File: config.mk
export PLATFORM = sky130hd
export DESIGN_NAME = lsu_stage_flat
export DESIGN_NICKNAME = d
export VERILOG_FILES = /design/src/rtl/lsu_stage_pkg.sv /design/src/rtl/lsu_stage_if.sv /design/src/rtl/lsu_timeout_ctr.sv /design/src/rtl/lsu_stage.sv /design/src/flat_wrapper.sv
export SDC_FILE = /design/constraint.sdc
export NUM_CORES = 1
export LEC_CHECK = 0
export ABC_CLOCK_PERIOD_IN_PS = 2700
export CAP_MARGIN = 40
export CORE_ASPECT_RATIO = 0.6
export CORE_MARGIN = 4
export CORE_UTILIZATION = 43
export CTS_CLUSTER_SIZE = 24
export DETAILED_ROUTE_END_ITERATION = 7
export PLACE_DENSITY = 0.78
export SLEW_MARGIN = 20
export SYNTH_ARGS = -nofsm -noshare
export SYNTH_HDL_FRONTEND = slang
export SYNTH_HIERARCHICAL = 1
export SYNTH_SLANG_ARGS = --single-unit
File: constraint.sdc
create_clock -name clk_i -period 2.7 [get_ports clk_i]
set_input_delay 0.405 -clock clk_i [delete_from_list [all_inputs] [get_ports clk_i]]
set_output_delay 0.405 -clock clk_i [all_outputs]
set_load 0.02 [all_outputs]
File: src/rtl/lsu_stage_pkg.sv
// Shared definitions for the load/store pipeline stage: FSM encoding, default widths.
package lsu_stage_pkg;

    localparam int unsigned DW_DEF = 16;
    localparam int unsigned RIDX_W = 3;
    localparam int unsigned TMO_W  = 4;

    typedef enum logic [1:0] {
        ST_IDLE = 2'd0,
        ST_REQ  = 2'd1,
        ST_WAIT = 2'd2
    } lsu_state_e;

    typedef logic [RIDX_W-1:0] ridx_t;

endpackage

File: src/rtl/lsu_stage_if.sv
// Data-memory request/response bus between the LSU stage (master) and memory (slave).
interface lsu_stage_if #(
    parameter int unsigned DW = lsu_stage_pkg::DW_DEF
) ();

    logic          dmem_req_o;
    logic          dmem_we_o;
    logic [DW-1:0] dmem_addr_o;
    logic [DW-1:0] dmem_wdata_o;
    logic          dmem_gnt_i;
    logic          dmem_rvalid_i;
    logic [DW-1:0] dmem_rdata_i;

    modport master (
        output dmem_req_o, dmem_we_o, dmem_addr_o, dmem_wdata_o,
        input  dmem_gnt_i, dmem_rvalid_i, dmem_rdata_i
    );

    modport slave (
        input  dmem_req_o, dmem_we_o, dmem_addr_o, dmem_wdata_o,
        output dmem_gnt_i, dmem_rvalid_i, dmem_rdata_i
    );

endinterface

File: src/rtl/lsu_timeout_ctr.sv
// Load-data timeout counter: expire_c flags the enabled cycle whose increment would reach limit.
module lsu_timeout_ctr
    import lsu_stage_pkg::*;
(
    input  logic             clk_i,
    input  logic             rst_i,
    input  logic             clear,
    input  logic             enable,
    input  logic [TMO_W-1:0] limit,
    output logic             expire_c
);

    logic [TMO_W-1:0] cnt_q;

    always_ff @(posedge clk_i) begin
        if (!rst_i) begin
            cnt_q <= '0;
        end else if (clear) begin
            cnt_q <= '0;
        end else if (enable) begin
            cnt_q <= cnt_q + TMO_W'(1);
        end
    end

    assign expire_c = enable && (cnt_q == (limit - TMO_W'(1)));

endmodule

File: src/rtl/lsu_stage.sv
// Load/store pipeline stage: issues one data-memory op at a time and produces the writeback slot.
module lsu_stage
    import lsu_stage_pkg::*;
#(
    parameter int unsigned DW          = DW_DEF,
    parameter int unsigned TIMEOUT_CYC = 15
) (
    input  logic          clk_i,
    input  logic          rst_i,
    input  logic          ex_valid_i,
    input  logic [DW-1:0] ex_pc_i,
    input  logic          ex_load_i,
    input  logic          ex_store_i,
    input  ridx_t         ex_rd_idx_i,
    input  logic [DW-1:0] ex_addr_i,
    input  logic [DW-1:0] ex_wdata_i,
    input  logic [DW-1:0] ex_result_i,
    lsu_stage_if.master   dmem,
    output logic          wb_valid_o,
    output logic [DW-1:0] wb_pc_o,
    output ridx_t         wb_rd_idx_o,
    output logic [DW-1:0] wb_val_o,
    output ridx_t         mem_rd_idx_o,
    output logic [DW-1:0] mem_val_o,
    output logic          lsu_stall_o,
    output logic          lsu_err_o
);

    lsu_state_e    state_q, state_d;
    logic          req_q, we_q, stall_q;
    logic [DW-1:0] addr_q, addr_d;
    logic [DW-1:0] wdata_q, wdata_d;
    logic          store_q, store_d;
    ridx_t         rd_q, rd_d;
    logic [DW-1:0] pc_q, pc_d;
    logic          wb_valid_q, wb_valid_d;
    logic [DW-1:0] wb_pc_q, wb_pc_d;
    ridx_t         wb_rd_q, wb_rd_d;
    logic [DW-1:0] wb_val_q, wb_val_d;
    logic          err_q, err_d;
    logic          tmo_expire_c;

    lsu_timeout_ctr u_tmo (
        .clk_i    (clk_i),
        .rst_i    (rst_i),
        .clear    (state_q != ST_WAIT),
        .enable   ((state_q == ST_WAIT) && !dmem.dmem_rvalid_i),
        .limit    (TMO_W'(TIMEOUT_CYC)),
        .expire_c (tmo_expire_c)
    );

    // State and output registers; every output is reset to zero.
    always_ff @(posedge clk_i) begin
        if (!rst_i) begin
            state_q    <= ST_IDLE;
            req_q      <= 1'b0;
            we_q       <= 1'b0;
            stall_q    <= 1'b0;
            addr_q     <= '0;
            wdata_q    <= '0;
            store_q    <= 1'b0;
            rd_q       <= '0;
            pc_q       <= '0;
            wb_valid_q <= 1'b0;
            wb_pc_q    <= '0;
            wb_rd_q    <= '0;
            wb_val_q   <= '0;
            err_q      <= 1'b0;
        end else begin
            state_q    <= state_d;
            req_q      <= (state_d == ST_REQ);
            we_q       <= (state_d == ST_REQ) && store_d;
            stall_q    <= (state_d != ST_IDLE);
            addr_q     <= addr_d;
            wdata_q    <= wdata_d;
            store_q    <= store_d;
            rd_q       <= rd_d;
            pc_q       <= pc_d;
            wb_valid_q <= wb_valid_d;
            wb_pc_q    <= wb_pc_d;
            wb_rd_q    <= wb_rd_d;
            wb_val_q   <= wb_val_d;
            err_q      <= err_d;
        end
    end

    // Next state and next output values; idle cycles drive index 0 so forwarding only hits r0.
    always_comb begin
        state_d    = state_q;
        addr_d     = addr_q;
        wdata_d    = wdata_q;
        store_d    = store_q;
        rd_d       = rd_q;
        pc_d       = pc_q;
        wb_valid_d = 1'b0;
        wb_pc_d    = wb_pc_q;
        wb_rd_d    = '0;
        wb_val_d   = wb_val_q;
        err_d      = 1'b0;

        unique case (state_q)
            ST_IDLE: begin
                if (ex_valid_i) begin
                    if (ex_load_i || ex_store_i) begin
                        addr_d  = ex_addr_i;
                        wdata_d = ex_wdata_i;
                        store_d = ex_store_i;
                        rd_d    = ex_rd_idx_i;
                        pc_d    = ex_pc_i;
                        state_d = ST_REQ;
                    end else begin
                        wb_valid_d = 1'b1;
                        wb_pc_d    = ex_pc_i;
                        wb_rd_d    = ex_rd_idx_i;
                        wb_val_d   = ex_result_i;
                    end
                end
            end
            ST_REQ: begin
                if (dmem.dmem_gnt_i) begin
                    if (store_q) begin
                        wb_valid_d = 1'b1;
                        wb_pc_d    = pc_q;
                        wb_val_d   = '0;
                        state_d    = ST_IDLE;
                    end else begin
                        state_d = ST_WAIT;
                    end
                end
            end
            ST_WAIT: begin
                if (dmem.dmem_rvalid_i) begin
                    wb_valid_d = 1'b1;
                    wb_pc_d    = pc_q;
                    wb_rd_d    = rd_q;
                    wb_val_d   = dmem.dmem_rdata_i;
                    state_d    = ST_IDLE;
                end else if (tmo_expire_c) begin
                    err_d   = 1'b1;
                    state_d = ST_IDLE;
                end
            end
            default: state_d = ST_IDLE;
        endcase
    end

    assign dmem.dmem_req_o   = req_q;
    assign dmem.dmem_we_o    = we_q;
    assign dmem.dmem_addr_o  = addr_q;
    assign dmem.dmem_wdata_o = wdata_q;

    assign wb_valid_o   = wb_valid_q;
    assign wb_pc_o      = wb_pc_q;
    assign wb_rd_idx_o  = wb_rd_q;
    assign wb_val_o     = wb_val_q;
    assign mem_rd_idx_o = wb_rd_q;
    assign mem_val_o    = wb_val_q;
    assign lsu_stall_o  = stall_q;
    assign lsu_err_o    = err_q;

endmodule

File: src/flat_wrapper.sv
// flat-port wrapper written by rule: the top's interface ports become plain ports
module lsu_stage_flat import lsu_stage_pkg::*;
#(
    parameter int unsigned DW          = DW_DEF,
    parameter int unsigned TIMEOUT_CYC = 15
)
  (clk_i, rst_i, ex_valid_i, ex_pc_i, ex_load_i, ex_store_i, ex_rd_idx_i, ex_addr_i, ex_wdata_i, ex_result_i, wb_valid_o, wb_pc_o, wb_rd_idx_o, wb_val_o, mem_rd_idx_o, mem_val_o, lsu_stall_o, lsu_err_o, dmem_dmem_req_o, dmem_dmem_we_o, dmem_dmem_addr_o, dmem_dmem_wdata_o, dmem_dmem_gnt_i, dmem_dmem_rvalid_i, dmem_dmem_rdata_i);
  lsu_stage_if #(.DW(DW)) dmem_i ();
  input  logic clk_i;
  input  logic rst_i;
  input  logic ex_valid_i;
  input  logic [DW-1:0] ex_pc_i;
  input  logic ex_load_i;
  input  logic ex_store_i;
  input  ridx_t ex_rd_idx_i;
  input  logic [DW-1:0] ex_addr_i;
  input  logic [DW-1:0] ex_wdata_i;
  input  logic [DW-1:0] ex_result_i;
  output logic wb_valid_o;
  output logic [DW-1:0] wb_pc_o;
  output ridx_t wb_rd_idx_o;
  output logic [DW-1:0] wb_val_o;
  output ridx_t mem_rd_idx_o;
  output logic [DW-1:0] mem_val_o;
  output logic lsu_stall_o;
  output logic lsu_err_o;
  output wire logic [$bits(dmem_i.dmem_req_o)-1:0] dmem_dmem_req_o;
  output wire logic [$bits(dmem_i.dmem_we_o)-1:0] dmem_dmem_we_o;
  output wire logic [$bits(dmem_i.dmem_addr_o)-1:0] dmem_dmem_addr_o;
  output wire logic [$bits(dmem_i.dmem_wdata_o)-1:0] dmem_dmem_wdata_o;
  input wire logic [$bits(dmem_i.dmem_gnt_i)-1:0] dmem_dmem_gnt_i;
  input wire logic [$bits(dmem_i.dmem_rvalid_i)-1:0] dmem_dmem_rvalid_i;
  input wire logic [$bits(dmem_i.dmem_rdata_i)-1:0] dmem_dmem_rdata_i;
  assign dmem_dmem_req_o = dmem_i.dmem_req_o;
  assign dmem_dmem_we_o = dmem_i.dmem_we_o;
  assign dmem_dmem_addr_o = dmem_i.dmem_addr_o;
  assign dmem_dmem_wdata_o = dmem_i.dmem_wdata_o;
  assign dmem_i.dmem_gnt_i = dmem_dmem_gnt_i;
  assign dmem_i.dmem_rvalid_i = dmem_dmem_rvalid_i;
  assign dmem_i.dmem_rdata_i = dmem_dmem_rdata_i;
  lsu_stage #(.DW(DW), .TIMEOUT_CYC(TIMEOUT_CYC)) u_core (.clk_i(clk_i), .rst_i(rst_i), .ex_valid_i(ex_valid_i), .ex_pc_i(ex_pc_i), .ex_load_i(ex_load_i), .ex_store_i(ex_store_i), .ex_rd_idx_i(ex_rd_idx_i), .ex_addr_i(ex_addr_i), .ex_wdata_i(ex_wdata_i), .ex_result_i(ex_result_i), .dmem(dmem_i), .wb_valid_o(wb_valid_o), .wb_pc_o(wb_pc_o), .wb_rd_idx_o(wb_rd_idx_o), .wb_val_o(wb_val_o), .mem_rd_idx_o(mem_rd_idx_o), .mem_val_o(mem_val_o), .lsu_stall_o(lsu_stall_o), .lsu_err_o(lsu_err_o));
endmodule
# Word-level counts from Yosys, hierarchy flattened

Cells that the tools add are included.

Bits in registers: 98
Bits in latches: 0
Bits in writable memories: 0
ROM bits: 0
Input port bits: 90
Output and inout port bits: 91
Word-level logic and storage cells: 73
Memories kept: 0

$add $sub $neg: 1
Multipliers: 0
Div/mod/pow operators: 0
$lt $le $gt $ge: 0
Eq/ne operators: 10
Shifts and indexed selects: 0
Mux-type cells: 33
Bitwise operators: 2
Reduce and logical (&&, ||, !) cells: 12

Operator list:

| kind                  | number |
|---|---|
| $mux W16              | 10 |
| $pmux W16 S3          | 2 |
| $mux W2               | 6 |
| $ne A2 B2 Y1 const B  | 5 |
| $mux W1               | 9 |
| $mux W3               | 3 |
| $pmux W2 S3           | 1 |
| $pmux W3 S2           | 1 |
| $reduce_and A6 Y1     | 1 |
| $add A4 B1 Y4 const B | 1 |
| $eq A2 B1 Y1 const B  | 2 |
| $eq A4 B4 Y1 const B  | 1 |
| $logic_and A1 B1 Y1   | 3 |
| $pmux W1 S3           | 1 |
| $reduce_and A3 Y1     | 1 |
| $reduce_bool A3 Y1    | 1 |
| $reduce_or A3 Y1      | 1 |
| $eq A2 B2 Y1 const B  | 1 |
| $logic_not A2 Y1      | 1 |
| $ne A2 B1 Y1 const B  | 1 |
| $not A1 Y1            | 2 |
| $reduce_bool A2 Y1    | 1 |
| $reduce_or A2 Y1      | 1 |
| $logic_not A1 Y1      | 1 |
| $logic_or A1 B1 Y1    | 1 |

# Depth between registers and ports, before layout

Word-level depth: 8
Depth in mapped cells: 11
Depth with buffers taken out: 10

# By module

The synthesis kept the hierarchy.

By module, submodules not included:

| module          | times used | cells an instance | area each (µm²) | seq. area each (µm²) |
|---|---|---|---|---|
| lsu_stage       | 1          | 466               | 4098.9          | 1881.8 |
| lsu_timeout_ctr | 1          | 27                | 264.0           | 80.1 |

# Worst setup path after synthesis

No wires, ideal clock.

Path kind: flip-flop to flip-flop
From: register u_core.state_q[0]
To: register u_core.stall_q, in the netlist u_core/lsu_stall_o
Setup time: 0.116 ns
Arrival: 2.059 ns
Data required time: 2.584 ns
Slack: 0.525 ns
Stages on the path, launching flop included: 12
Buffers on the path: 1
Path through: dfxtp_1 inv_1 ha_1 nand2b_1 clkbuf_1 inv_1 o211ai_1 a2111oi_2 nor3b_1 o32ai_1 nor2_1 a31o_2

Longest elaborated chain between the ends: 7
Elaborated cells on any way between the ends: 12
Classes of those cells: eq/ne (2); mux (6); reduce/logical (4)

RTL lines:

| what                    | RTL line              | RTL |
|---|---|---|
| from (decl)             | lsu_stage.sv:29       | `lsu_state_e state_q, state_d;` |
| from (signal assigned)  | lsu_stage.sv:70       | `state_q <= state_d;` |
| $eq A2 B2 Y1            | lsu_stage.sv:47       | `.enable ((state_q == ST_WAIT) && !dmem.dmem_rvalid_i),` |
| $logic_and A1 B1 Y1     | lsu_stage.sv:47       |  |
| $logic_and A1 B1 Y1     | lsu_timeout_ctr.sv:25 | `assign expire_c = enable && (cnt_q == (limit - TMO_W'(1)));` |
| via u_core.tmo_expire_c | lsu_stage.sv:41       | `logic tmo_expire_c;` |
| $mux W2                 | lsu_stage.sv:138      | `end else if (tmo_expire_c) begin` |
| $mux W2                 | lsu_stage.sv:132      | `if (dmem.dmem_rvalid_i) begin` |
| $pmux W2 S3             | lsu_stage.sv:101      | `unique case (state_q)` |
| $reduce_bool A2 Y1      | lsu_stage.sv:73       | `stall_q <= (state_d != ST_IDLE);` |
| to (signal assigned)    | lsu_stage.sv:73       |  |
| to (decl)               | lsu_stage.sv:30       | `logic req_q, we_q, stall_q;` |

The timed path passes the listed nets, and every way through them passes these cells.
A chain may end at the register's enable or synchronous reset.

# Worst setup path after layout

From: register u_core.state_q[0]
To: register u_core.wb_pc_q[7], in the netlist u_core/wb_pc_o[7]

Longest elaborated chain between the ends: 3
Elaborated cells on any way between the ends: 11
Classes of those cells: eq/ne (7); mux (1); reduce/logical (3)

RTL lines:

| what                                           | RTL line         | RTL |
|---|---|---|
| $eq A2 B1 Y1 (tied with other cells)           | lsu_stage.sv:101 |  |
| $ne A2 B1 Y1 (no line) (tied with other cells) | -                |  |
| $reduce_and A6 Y1 (no line)                    | -                |  |
| to (signal assigned)                           | lsu_stage.sv:80  | `wb_pc_q <= wb_pc_d;` |
| to (decl)                                      | lsu_stage.sv:37  | `logic [DW-1:0] wb_pc_q, wb_pc_d;` |

Several ways; a longest one is shown, not always the timed one.

==> results_dict.tcl <==
set metrics [dict create \
    rows 28 \
    syn2layout_area_growth_pct 48.4 \
    routedWlPerCell_um 15.4 \
    cp-end-kind "register" \
    max_slew_margin_pct 60.9 \
    final_nets 744 \
    core_area_mm2 0.00988 \
    finalSetupTns_ps 0 \
    synthDistinctLibCells 38 \
    fp.dieH_um 86.0 \
    cts_tree "done" \
    cts_inserted_buffers 9 \
    netlist_instances 493 \
    hold_viol 0 \
    worstPathRequired_ps 2980 \
    layout-drive-gt1-share_pct 5.51 \
    syn_area_mm2 0.00436 \
    min-delay-path-class "register to register" \
    timing_worst_slew_pin_value_ps 587 \
    rsz0062_at_grt "false" \
    clock-root-buffer "clkbuf_16" \
    start_util_pct 44.2 \
    critPathLaunchType "register" \
    multi_input_area_mm2 0.00211 \
    maxCapViolCount 0 \
    r2r_slack_ps 240 \
    synth_edf_count 0 \
    period_share_pct 91.2 \
    wl_mm 12.2 \
    grtUsageTotal_pct 20.1 \
    synth_top_area_share_pct 45.0 \
    gp_congestion 0.810 \
    drtIter0Drc 203 \
    nFillCells 833 \
    r2r_start "u_core/state_q[0]" \
    yosys_warnings 6 \
    cpMostUsedCell "buf_4" \
    setup_ws_ps 237 \
    synth_common_cells "108 x nand2_1, 98 x dfxtp_1, 51 x a21boi_0" \
    cp.arrival_ps 2740 \
    grt_pass1_wl_mm 19.7 \
    syn_avg_cell_area_um2 8.85 \
    cp_top_family "buffers and inverters" \
    seq_area_frac_synth_pct 45.0 \
    seqCellArea_mm2 0.00196 \
    antenna_found_initial 0 \
    pre_cts_ws_ps 181 \
    cts_max_path_buffers 2 \
    crit_path_max_incr_delay_ps 390 \
    crit_end "u_core/wb_pc_o[7]" \
    synth_most_common_cell "nand2_1" \
    ys.flop_type "dfxtp_1" \
    leakagePower_nw 2.72 \
    io_buffer_count 180 \
    grt_pass1_vias 3913 \
    ys_seq_elements 98 \
    cts_hold_buf 0 \
    clock_sinks 98 \
    p_per_area_mw_per_mm2 592 \
    path_cells "inv_1, ha_2, or3b_1, a222oi_1, buf_4, and2_1, buf_4, o211a_1" \
    cp-startpoint "u_core/state_q[0]" \
    clock_latency_ps 340 \
    ctsResizeCount 0 \
    grt.overflow.total 0 \
    post_cts_buffers 0 \
    crit_type "register to register" \
    fin_worst_skew_ps 3.07 \
    io_pins 181 \
    rr_endpoint "u_core/wb_pc_o[7]" \
    drc 0 \
    yosysTopAreaCell "dfxtp_1" \
    synth-async-reset-ratio_pct 0 \
    grt_max_degree 49 \
    status "completed" \
    dp_hpwl_mm 8.79 \
    setup_viol 0 \
    cp_max_fo 18 \
    synth.area.top_cells "dfxtp_1 45%, nand2_1 9.3%, a21boi_0 8.8%" \
    diodes 0 \
    period_minus_slack_ps 2460 \
    die_w_um 138 \
    cp.buffers_inverters 3 \
    antenna_left 0 \
    dieArea_mm2 0.0119 \
    slew_violations 0 \
    routed_via_density 5.08 \
    hold_ws_ps 464 \
    cts-htree-levels 3 \
    cts.clk_slew.worst_paths_ps 60 \
    path_depth 8 \
    first_pass_iters 4 \
    slowest_stage "or3b_1" \
    vias 4000 \
    fmax_mhz 406 \
    ir_drop_v 0.000346 \
    ff2ff_path_depth 8 \
]
## placed cells by master, fill, tap and decap left out, types with 14 or more instances in the layout
master           synthesis  layout
mux2i_1                 17      17
a31oi_1                 17      17
o211a_1                 33      33
nor2b_1                 19      19
nand2_1                108     108
a21boi_0                51      51
buf_4                   19      14
clkdlybuf4s50_1          0     179
nand3_1                 33      33
dfxtp_1                 98      98
## registers in the layout, indices dropped and copies added, names as in the netlist
register	cells
u_core/u_tmo/cnt_q	4
u_core/state_q	2
u_core/lsu_stall_o	1
u_core/dmem.dmem_req_o	1
u_core/lsu_err_o	1
u_core/dmem.dmem_addr_o	16
u_core/dmem.dmem_we_o	1
u_core/dmem.dmem_wdata_o	16
u_core/rd_q	3
u_core/wb_valid_o	1
u_core/wb_pc_o	16
u_core/pc_q	16
u_core/store_q	1
u_core/mem_rd_idx_o	3
u_core/mem_val_o	16
## stage by stage
stage                     instance area, um^2  total power [mW]  cells  util [%]
final                                    6470              3.83    788      65.5
after global routing                     6470              4.02    788      65.5
after CTS                                6470              3.88    788      65.5
after floorplan                          4390              2.21    500         -
after detailed placement                 6190              2.66    772      62.7
after global placement                   6190              2.64    772      62.7
## worst min-delay path by stage
stage / startpoint / to / slack, ps / cells past startpoint
6_report: u_core/pc_q[0] / u_core/pc_q[0] / 460 / 2
5_1_grt: u_core/pc_q[0] / u_core/pc_q[0] / 480 / 2
4_1_cts: u_core/pc_q[13] / u_core/pc_q[13] / 470 / 2
2_1_floorplan: u_core/pc_q[10] / u_core/pc_q[10] / 440 / 2
3_5_place_dp: u_core/pc_q[0] / u_core/pc_q[0] / 460 / 2
3_3_place_gp: u_core/pc_q[8] / u_core/pc_q[8] / 450 / 2
## kinds of logic after synthesis
| logic type | count (synthesis) | share of synthesized area (%) |
|---|---|---|
| flops | 98 | 45.0 |
| mux | 17 | 3.90 |
| fa+ha+maj | 6 | 1.72 |
| other cells | 1 | 0.0860 |
| buf+inv | 66 | 7.40 |
| xor+xnor | 8 | 1.78 |
| simple gates | 182 | 18.6 |
| compound gates | 115 | 21.6 |
## power breakdown
part	internal (mW)	total, mW	switching, mW
sequential	1.56	1.64	0.0736
combinational	0.495	0.993	0.498
clock	0.674	1.20	0.526
## worst min-delay path: cells and delay by family, from the launching register on
family / cells / cell delay [ps]
compound gates: 1 / 60
flops: 1 / 310
simple gates: 1 / 50
## final cells by class
type / instances / area share, %
clock buffer: 12 / 3.96
clock inverter: 4 / 0.406
inverter: 8 / 0.464
multi-input combinational: 336 / 32.6
sequential: 98 / 30.3
tap: 135 / 2.61
timing repair buffer: 195 / 29.7
## routing by layer
layer  vias to the layer above  wire length, um  GRT usage (%)  part of all wire (%)
met3                        16              704           5.91                   5.8
met4                         0              141           5.11                   1.2
li1                       1985                -              -                     -
met1                      1884             5680           26.6                    47
met2                       115             5640           32.6                    46
met5                         -                0              0                     0
(Power assumes the default switching activity.)
